`config.mk`:
```
export PLATFORM = sky130hd
export DESIGN_NAME = spike_rate_encoder
export DESIGN_NICKNAME = d
export VERILOG_FILES = /design/src/rtl/spike_rate_encoder.sv
export SDC_FILE = /design/constraint.sdc
export NUM_CORES = 1
export LEC_CHECK = 0
export CAP_MARGIN = 10
export CORE_UTILIZATION = 49
export DETAILED_ROUTE_END_ITERATION = 8
export PLACE_DENSITY = 0.74
export SYNTH_ARGS = -nofsm -noshare
export SYNTH_HDL_FRONTEND = slang
export SYNTH_SLANG_ARGS = --single-unit
```
`constraint.sdc`:
```
create_clock -name clk -period 2 [get_ports clk]
set_input_delay 0.4 -clock clk [delete_from_list [all_inputs] [get_ports clk]]
set_output_delay 0.4 -clock clk [all_outputs]
set_load 0.01 [all_outputs]
```
`src/rtl/spike_rate_encoder.sv`:
```
// spike_rate_encoder
//
// Rate encoder for the LIF neuron. It turns a Q1.15 intensity into a
// Bernoulli spike train that runs for a programmable number of cycles. Each
// bit compares a 16-bit Galois LFSR against the latched intensity. Frames
// enter through a valid/ready handshake. A one-cycle frame_done pulse marks
// the end of each frame, and spike_count gives the number of 1s emitted in
// that frame.
//
// Ports:
//   clk           single clock, rising edge
//   rst           asynchronous, active-high reset
//   in_valid      frame request (must be held until in_ready)
//   in_ready      encoder is IDLE and can accept a frame
//   in_intensity  firing probability, Q1.15 (>= 16'h8000 always fires)
//   in_window     frame length in cycles (0 = empty frame)
//   seed_valid    (RATE_ENC_RESEED_EN only) load seed_value into the LFSR in IDLE
//   seed_value    (RATE_ENC_RESEED_EN only) new LFSR seed, 0 maps to 16'h0001
//   spike_bit     spike train, drives the neuron's in_bit
//   frame_active  high while the frame's bits are emitted
//   frame_done    one-cycle pulse at frame end
//   spike_count   number of 1s in the current or last frame
//
// Optional feature: define RATE_ENC_RESEED_EN to add the runtime reseed
// ports. Without it, only reset sets the LFSR, to LFSR_SEED.

module spike_rate_encoder #(
  parameter int          WIDTH     = 16,
  parameter int          WINDOW_W  = 8,
  parameter logic [15:0] LFSR_SEED = 16'hACE1
) (
  input  logic                clk,
  input  logic                rst,
  input  logic                in_valid,
  output logic                in_ready,
  input  logic [WIDTH-1:0]    in_intensity,
  input  logic [WINDOW_W-1:0] in_window,
`ifdef RATE_ENC_RESEED_EN
  input  logic                seed_valid,
  input  logic [15:0]         seed_value,
`endif
  output logic                spike_bit,
  output logic                frame_active,
  output logic                frame_done,
  output logic [WINDOW_W-1:0] spike_count
);

  typedef enum logic [1:0] {
    IDLE   = 2'd0,
    ACTIVE = 2'd1,
    DONE   = 2'd2
  } state_t;

  // An all-zero Galois LFSR locks up. A zero seed is therefore mapped to 1.
  localparam logic [15:0] SEED_EFF  = (LFSR_SEED == 16'h0000) ? 16'h0001 : LFSR_SEED;
  localparam logic [15:0] LFSR_MASK = 16'hB400;

  state_t              state_q, state_d;
  logic [15:0]         lfsr_q, lfsr_d;
  logic [WIDTH-1:0]    int_q, int_d;
  logic [WINDOW_W-1:0] rem_q, rem_d;
  logic [WINDOW_W-1:0] cnt_q, cnt_d;

  logic [15:0]         lfsr_step;
  logic [WIDTH-1:0]    lfsr_cmp;
  logic                fire;

  // Galois step: shift right, and fold the mask in when a 1 falls out.
  assign lfsr_step = (lfsr_q >> 1) ^ (lfsr_q[0] ? LFSR_MASK : 16'h0000);

  // The comparison uses the top 15 LFSR bits as an unsigned number in
  // [0, 32767]. Intensity 0 therefore never fires, and an intensity of
  // 32768 or more always fires. This assumes WIDTH >= 15.
  assign lfsr_cmp = WIDTH'(lfsr_q[15:1]);
  assign fire     = (lfsr_cmp < int_q);

  // All outputs decode directly from registered state. An asynchronous
  // reset therefore forces them to their idle values immediately.
  assign in_ready     = (state_q == IDLE);
  assign frame_active = (state_q == ACTIVE);
  assign frame_done   = (state_q == DONE);
  assign spike_bit    = (state_q == ACTIVE) && fire;
  assign spike_count  = cnt_q;

  always_comb begin
    // NOTE: every *_d gets a hold default first. A branch that does not
    // assign a signal then keeps the current value, and no latch is inferred.
    state_d = state_q;
    lfsr_d  = lfsr_q;
    int_d   = int_q;
    rem_d   = rem_q;
    cnt_d   = cnt_q;

    unique case (state_q)
      IDLE: begin
`ifdef RATE_ENC_RESEED_EN
        // The new seed lands on the same edge as an accept. The first bit
        // of that frame therefore already uses the new seed.
        if (seed_valid) begin
          lfsr_d = (seed_value == 16'h0000) ? 16'h0001 : seed_value;
        end
`endif
        if (in_valid) begin
          int_d   = in_intensity;
          rem_d   = in_window;
          cnt_d   = '0;
          state_d = (in_window != '0) ? ACTIVE : DONE;
        end
      end

      ACTIVE: begin
        // The LFSR steps only while bits are emitted. The sequence therefore
        // depends only on the seed and the number of bits produced so far.
        lfsr_d = lfsr_step;
        rem_d  = rem_q - 1'b1;
        if (fire) begin
          cnt_d = cnt_q + 1'b1;
        end
        if (rem_q == WINDOW_W'(1)) begin
          state_d = DONE;
        end
      end

      DONE: begin
        state_d = IDLE;
      end

      default: begin
        state_d = IDLE;
      end
    endcase
  end

  // NOTE: sequential state uses non-blocking assignments only. All flops
  // update together on the edge, whatever order the statements are in.
  always_ff @(posedge clk or posedge rst) begin
    if (rst) begin
      state_q <= IDLE;
      lfsr_q  <= SEED_EFF;
      int_q   <= '0;
      rem_q   <= '0;
      cnt_q   <= '0;
    end else begin
      state_q <= state_d;
      lfsr_q  <= lfsr_d;
      int_q   <= int_d;
      rem_q   <= rem_d;
      cnt_q   <= cnt_d;
    end
  end

endmodule

```
Word-level counts from Yosys, hierarchy flattened
Cells that the tools add are included.
- latch bits: 0
- word-level logic and storage cells: 33
- input port bits: 27
- memories: 0
- memory bits (writable): 0
- bits in read-only memories: 0
- register bits: 50
- bitwise gates (word level): 1
- equal/unequal tests: 6
- order comparisons: 1
- multipliers: 0
- divide/modulo/power cells: 0
- reduce and logical (&&, ||, !) cells: 8
- shift operators: 0
- mux-type cells: 10
- add/sub/neg operators: 2
- operators with widths (kind ; number):
    8-bit case mux with 2 select lines ; 2
    8-bit two-way mux ; 3
    15-bit by 16-bit less-than comparator with 1-bit output ; 1
    16-bit two-way mux ; 1
    15-bit by 16-bit bitwise XOR with 16-bit output ; 1
    8-bit by 1-bit adder with 8-bit output, second input constant ; 1
    8-bit by 1-bit == test with 1-bit output, second input constant ; 1
    8-bit nonzero test ; 1
    8-bit by 1-bit subtractor with 8-bit output, second input constant ; 1
    2-bit two-way mux ; 3
    2-bit AND reduction ; 3
    2-bit by 1-bit != test with 1-bit output, second input constant ; 2
    2-bit case mux with 2 select lines ; 1
    3-bit AND reduction ; 1
    2-bit by 1-bit == test with 1-bit output, second input constant ; 1
    2-bit == test, second input constant ; 1
    2-bit zero test ; 1
    2-bit != test, second input constant ; 1
    2-bit nonzero test ; 1
    1-bit logical AND ; 1

Depth between registers and ports, before layout
Gate-level depths: netlist of the first run.
- depth in word-level cells: 4
- gate-level depth with buffers: 8

Least setup slack after synthesis of the first run
Ideal clock, no wire load.
- path type: flip-flop to output port
- from: register lfsr_q[11]
- to: output spike_bit
- slack: -71 ps
- path buffers: 1
- arrival time: 1671 ps
- data required time: 1600 ps
- cell stages (with the launch flop): 8
- path through: dfstp_2 > ha_1 > and4_1 > nand2_1 > o221ai_1 > a211o_1 > buf_6 > inv_2
- longest elaborated chain between the ends: 2
- RTL lines (item ; RTL line ; source):
    from (decl) ; 59 ; logic [15:0] lfsr_q, lfsr_d;
    from (signal assigned) ; 145 ; lfsr_q <= lfsr_d;
    15-bit by 16-bit less-than comparator with 1-bit output ; 75 ; assign fire = (lfsr_cmp < int_q);
    1-bit logical AND ; 82 ; assign spike_bit = (state_q == ACTIVE) && fire;
    to (decl) ; 42 ; output logic spike_bit,
Every way passes these cells.

Worst setup path in the final report of the first run
- from: register lfsr_q[13]
- to: output spike_bit
Same word-level chain as after synthesis.

==> Flow_metrics.wiki, run 1 <==
{| class="wikitable"
! Metric !! Value
|-
| Result of the run || complete, but fails checks
|-
| Failing checks || setup timing
|-
| Multi-input combinational cell area || 0.00141 sq mm
|-
| Worst setup slack after layout || -0.500 ns
|-
| Vias in the first global route || approximately 2100
|-
| Setup total negative slack || -1.80 ns
|-
| Share of post-route cells with drive strength above 1 || 0.230
|-
| I/O pin cnt || 39
|-
| Fin Hold WS || about 0.44 ns
|-
| Hold Vio Cnt, Final || 0
|-
| Post-route met1 wirelength || ~2800 um
|-
| Worst reg-to-reg path cell count || 8
|-
| Sequential cell area fraction in the yosys report || 0.466
|-
| Number of register bits inferred by synthesis || 50
|-
| Number of max-slew violations in the final report || 0
|-
| Largest fanout on the critical path || 3
|-
| Number of nets in the final layout || between 300 and 400
|-
| Relative area change from synthesis to final layout || 31.8%
|-
| Timing startpoint of the critical path || lfsr_q[13]
|-
| Net count after synthesis || 323
|-
| TritonCTS Buffers || 5
|-
| First-pass GRT wire length || between 9000 and 10000 um
|-
| Pwr per Cell Area || between 1000 and 1500 mW/mm^2
|-
| Reg2reg end || spike_count[0]
|-
| Clock edge transition at the registers on the reported setup and hold paths || 0.10 ns
|-
| Design Power || between 3 and 4 mW
|-
| CTS tree || built
|-
| Final routed wire length divided by cell count || around 14 um
|-
| Max-Cap Viols || 0
|-
| Tightest Pin Transition || around 0.51 ns
|-
| Violation count after the first detailed-route iteration || approximately 120
|-
| Max-Slew Margin vs Limit || 0.658
|-
| Synthesized-area fraction occupied by ao, oa, aoi and oai cells || 0.101
|-
| Post-synth EDFFs || 0
|-
| Area of the mapped netlist || approximately 0.0027 sq mm
|-
| Basic-gate share of the synthesized area counting and, or, nand and nor cells || 0.172
|-
| Yosys cell types || between 40 and 50
|-
| Antenna diodes || 0
|-
| Avg Cell Area, Syn || between 9 and 10 sq um
|-
| Placed cells || 397
|-
| Number of standard cells after synthesis || 279
|-
| Antenna-violating nets left || 0
|-
| Most instantiated library cell after synthesis || sky130_fd_sc_hd__nand2_1
|-
| Leak Pwr || 1.65 nW
|-
| Placement Rows || 26
|-
| Portion of synthesized cell area occupied by the leading cell type || 0.389
|-
| Post-synthesis xor/xnor area fraction || 0.0291
|-
| CP startpoint kind || flop
|-
| Aggregate routed wire length || 5840 um
|-
| Largest family of logic cells by synthesized area || simple AND/OR/NAND/NOR gates
|-
| Worst flop-to-flop path startpoint || lfsr_q[13]
|-
| Setup skew after layout || 0.0107 ns
|-
| Met3 Wirelength || ~300 um
|-
| Peak supply drop || 679 uV
|-
| Average vias per placed instance || 5.32
|-
| Finished Cell Area || 0.00357 sq mm
|-
| Largest cells by area after synthesis || sky130_fd_sc_hd__dfrtp_1 39%, sky130_fd_sc_hd__nand2_1 8.9%, sky130_fd_sc_hd__ha_1 7.9%
|-
| Die width || approximately 76 um
|-
| CTS Root Buffer Type || sky130_fd_sc_hd__clkbuf_8
|-
| Cell types with the highest counts after synthesis || 64 x sky130_fd_sc_hd__nand2_1, 42 x sky130_fd_sc_hd__dfrtp_1, 23 x sky130_fd_sc_hd__inv_1
|-
| Depth of the CTS H-tree || 2
|-
| Required time of the critical path || 1.60 ns
|-
| Antenna violations before repair || 0
|-
| Critical Setup Path Class || flop to primary output
|-
| Dominant cell type by area after synthesis || sky130_fd_sc_hd__dfrtp_1
|-
| Yosys warns || 0
|-
| Fill count || between 400 and 500
|-
| Worst-case clock buffer depth || 2
|-
| Critical Path Sink Type || primary output
|-
| Core occupancy in the finished layout || 0.685
|-
| Core area || 0.00520 sq mm
|-
| Setup repair after global routing missed its margin || true
|-
| Number of sinks handled by clock tree synthesis || 50
|-
| Final HPWL DP || roughly 3800 um
|-
| Min-delay worst type || input port to asynchronous set/reset pin
|-
| Pin count of the biggest net entering global routing || 51
|-
| Storage element area || ~0.0013 sq mm
|-
| Post-detailed-placement cell area || between 0.003 and 0.004 sq mm
|-
| Buffers added on ports || 38
|-
| Total via count after detailed routing || around 2200
|-
| Initial Utilization || 0.520
|-
| Multiplexer share of the synthesized area || 0.0999
|-
| Number of endpoints failing setup at the final stage || 9
|-
| Crit share post-route || 1.25
|-
| GRT Overall Usage || 0.212
|-
| Data arrival time of the worst path || between 2 and 2.5 ns
|-
| Final min period || about 2.5 ns
|-
| Total iterations of the first detailed-routing run || 4
|-
| Hold-fix buffer count after cts || 0
|-
| Post-place setup slack || -0.477 ns
|-
| Die Footprint || between 0.005 and 0.006 sq mm
|-
| Proportion of register bits with asynchronous set or reset after synthesis || 1.00
|-
| Die outline height || about 76 um
|-
| Total overflow reported by the global router || 0
|-
| Total length of routed met2 wires || between 2000 and 3000 um
|-
| Routability cong. || 0.837
|-
| Maximum clock frequency || between 300 and 400 MHz
|-
| Fraction of the mapped netlist area in adder cells || 0.0786
|-
| Skew-Pair Late Insertion Delay || ~0.31 ns
|-
| Drc violations || 0
|-
| Slack of the worst reg-to-reg path || -0.17 ns
|-
| Highest routed metal layer || met4
|-
| Number of cells in the finished layout apart from fillers || roughly 400
|-
| Most used flip-flop cell after synthesis || sky130_fd_sc_hd__dfrtp_1
|}
-- worst max-delay path by stage --
stage,endpoint,slack [ns],cells after the start
6_report,spike_bit,-0.50,7
5_1_grt,spike_bit,-0.54,8
4_1_cts,spike_bit,-0.42,7
3_5_place_dp,spike_bit,-0.48,7
3_3_place_gp,spike_bit,-0.45,7
2_1_floorplan,spike_bit,0.005,7
-- routing by layer --
layer | track usage | vias up
met2 | 0.332 | 53
li1 | - | 1060
met5 | 0 | -
met1 | 0.297 | 1053
met4 | 0.0538 | 0
met3 | 0.0479 | 10
-- flip-flops by register name, summed over array words and instances, names as in the netlist --
register / count
int_q: 16
lfsr_q: 16
rem_q: 8
spike_count: 8
state_q: 2
-- critical path: stages (launching register included) --
cell                       delay [ns]
sky130_fd_sc_hd__dfstp_2         0.55
sky130_fd_sc_hd__ha_1            0.24
sky130_fd_sc_hd__and4b_2         0.28
sky130_fd_sc_hd__nand3_2         0.09
sky130_fd_sc_hd__o211ai_1        0.11
sky130_fd_sc_hd__a211o_1         0.36
sky130_fd_sc_hd__inv_4           0.07
sky130_fd_sc_hd__buf_6           0.09
-- repair_timing --
item	CTS	global route
setup endpoints to repair	11	10
pin swaps	5	3
setup buffers	1	3
resized for setup	15	9
-- cells by family after synthesis --
family / Yosys count
adders and majority gates: 17
buffers and inverters: 36
AOI/OAI and AO/OA: 42
muxes: 25
DFF: 50
and+or+nand+nor: 100
xor gates and xnor gates: 9
-- cell usage in the layout (no fill, tap or decap), drive strengths merged, types with 8 or more instances in the layout --
cell type and n:
mux2i 9, inv 24, ha 17, clkdlybuf4s50 34, buf 27, mux2 16, nor2 8, a21oi 14
nand2 64, dfstp 8, dfrtp 42, o21ai 11
-- report_power, final --
group | switching, mW | internal (mW)
sequential | 0.279 | 1.33
clock | 0.357 | 0.279
combinational | 0.705 | 0.783
-- final cells by class --
type,count,share of cell area
Tap cell,70,0.0246
Timing Repair Buffer,64,0.173
Multi-Input combinational cell,193,0.396
Clock buffer,6,0.0232
Sequential cell,50,0.354
Inverter,24,0.0260
Clock inverter,2,0.00351
No activity file was read; power rests on OpenSTA's default activity.
==> run 2: changes to the inputs <==
CAP_MARGIN = 15   (was 10)
==> results of run 2 <==
The final DEF is identical to that of run 1; final timing and power are the same.
==> patch (flow settings as in run 1) <==
Encoding of `state_t`: now one-hot (3 bits for 3 states).
--- a/src/rtl/spike_rate_encoder.sv
+++ b/src/rtl/spike_rate_encoder.sv
@@ -47,6 +47,6 @@
 
-  typedef enum logic [1:0] {
-    IDLE   = 2'd0,
-    ACTIVE = 2'd1,
-    DONE   = 2'd2
+  typedef enum logic [2:0] {
+    IDLE   = 3'b001,
+    ACTIVE = 3'b010,
+    DONE   = 3'b100
   } state_t;
Behaviour: no difference found for any inputs over 10 cycles, from zero or initial values and one cycle with rst high; not proved beyond that.
==> patch against run 1 <==
- the flow still finishes with violations (negative setup slack)
- cell area is essentially flat
- routed wire length is essentially flat
- total power shrank 2.9%
- worst setup slack gained 64 ps
- utilization grew 0.82 points
- maximum frequency grew 2.6%
- area after synthesis fell by 3.3%
- sequential cell count grew 1
- sequential power shrank 9%
- highest routed layer unchanged
==> patch: results (changes against run 1) <==
Status
  • Outcome: finished with violations
  • Failing checks: negative setup slack

Placement
  • Area after DPL: 3390 um^2 (+1.4%)
  • Dpl cells: 423 (+6.5%)
  • Setup WS pre-CTS: -555 ps (-78.4 ps)

Final layout
  • Final-layout clock-cell area share: 2.35% (-0.31 points)
  • Layout clock buffer count: 5 (-1)
  • Inverters: 20 (-17%)
  • Fill count: 435 (+6.9%)
  • Non-clk buf share: 19.8% (+2.5 points)
  • Multi-input comb cells: 206 (+6.7%)
  • Area Growth Syn to Fin: 36.2%
  • Sequential portion of the cell area: 36.1% (+0.76 points)
  • Area of the multi-input gates: 1320 um^2 (-6.3%)

Routing
  • Via count: 2228 (+2.4%)
  • Starting DRT DRC Count: 95 (-23%)
  • Met1 wire length: 2600 um (-5.5%)
  • Total detailed-routing wirelength: 5840 um (about the same)

Setup path
  • Crit Path Max Fanout: 2 (-1)
  • CP max stage delay: 450 ps (-100 ps)
  • Delay-heaviest family, CP: simple AND/OR/NAND/NOR gates
  • Arr. time, crit path: 2040 ps (-60 ps)

Synth
  • Xor/xnor share of the synthesized area: 1.34% (-1.6 points)
  • Synth area leaders: dfrtp_1 (40%), nand2_1 (11%), dfstp_2 (9.0%)
  • Post-synthesis mux area share: 2.30% (-7.7 points)
  • Cell count after synthesis: 288 (+3.2%)
  • Compound-Gate Fraction of Synth Area: 12.0% (+1.9 points)
  • Synth unique cells: 45 (+4.7%)
  • Post-synth top cells: nand2_1 (79), dfrtp_1 (42), o21ai_0 (23), inv_1 (20), ha_1 (17)
  • Adder and majority gate portion of the synthesized area: 8.13% (+0.27 points)
  • #FFs+latches synth: 51 (+2.0%)

Pwr
  • Peak supply drop: 0.686 mV (+1.1%)

Timing
  • Setup TNS: -1320 ps (+484 ps)
  • Worst Setup Slack, final: -437 ps (+63.7 ps)
  • Final Setup Violations: 6 (-3)
  • Slew headroom: 68.9% (+3.1 points)
  • Final clock skew: 4.39 ps (-6.30 ps)

GRT
  • Met3 Usage GRT: 4.28% (-0.51 points)

Clock tree
  • Post-CTS resize count: 19 (+4)
==> patch: cell types whose count changed after synthesis, moves of 4 or more <==
cell / change
buf_2: +4
o21ai_0: +12
nand3b_1: -4
nand2_1: +15
mux2_2: -16
nor2_1: +7
==> patch: path summary, 6_finish.rpt <==
path | from | to | slack (ps) | cells after the start
worst max-delay path | int_q[14]$_DFFE_PP0P_ | spike_bit | -440 | 8
worst min-delay path | rst | state_q[2]$_DFFE_PP0P_ | 450 | 3
worst max register to register | lfsr_q[6]$_DFFE_PP1P_ | spike_count[2]$_DFFE_PP0P_ | -310 | 9
worst min register to register | int_q[0]$_DFFE_PP0P_ | int_q[0]$_DFFE_PP0P_ | 510 | 2
max in group asynchronous | rst | lfsr_q[10]$_DFFE_PP1P_ | 1260 | 3
min in group clk | int_q[0]$_DFFE_PP0P_ | int_q[0]$_DFFE_PP0P_ | 510 | 2
==> patch: power breakdown <==
group          internal [mW]  switching (mW)
clock                  0.240           0.335
combinational          0.748           0.835
sequential              1.31           0.156
total                   2.29            1.33
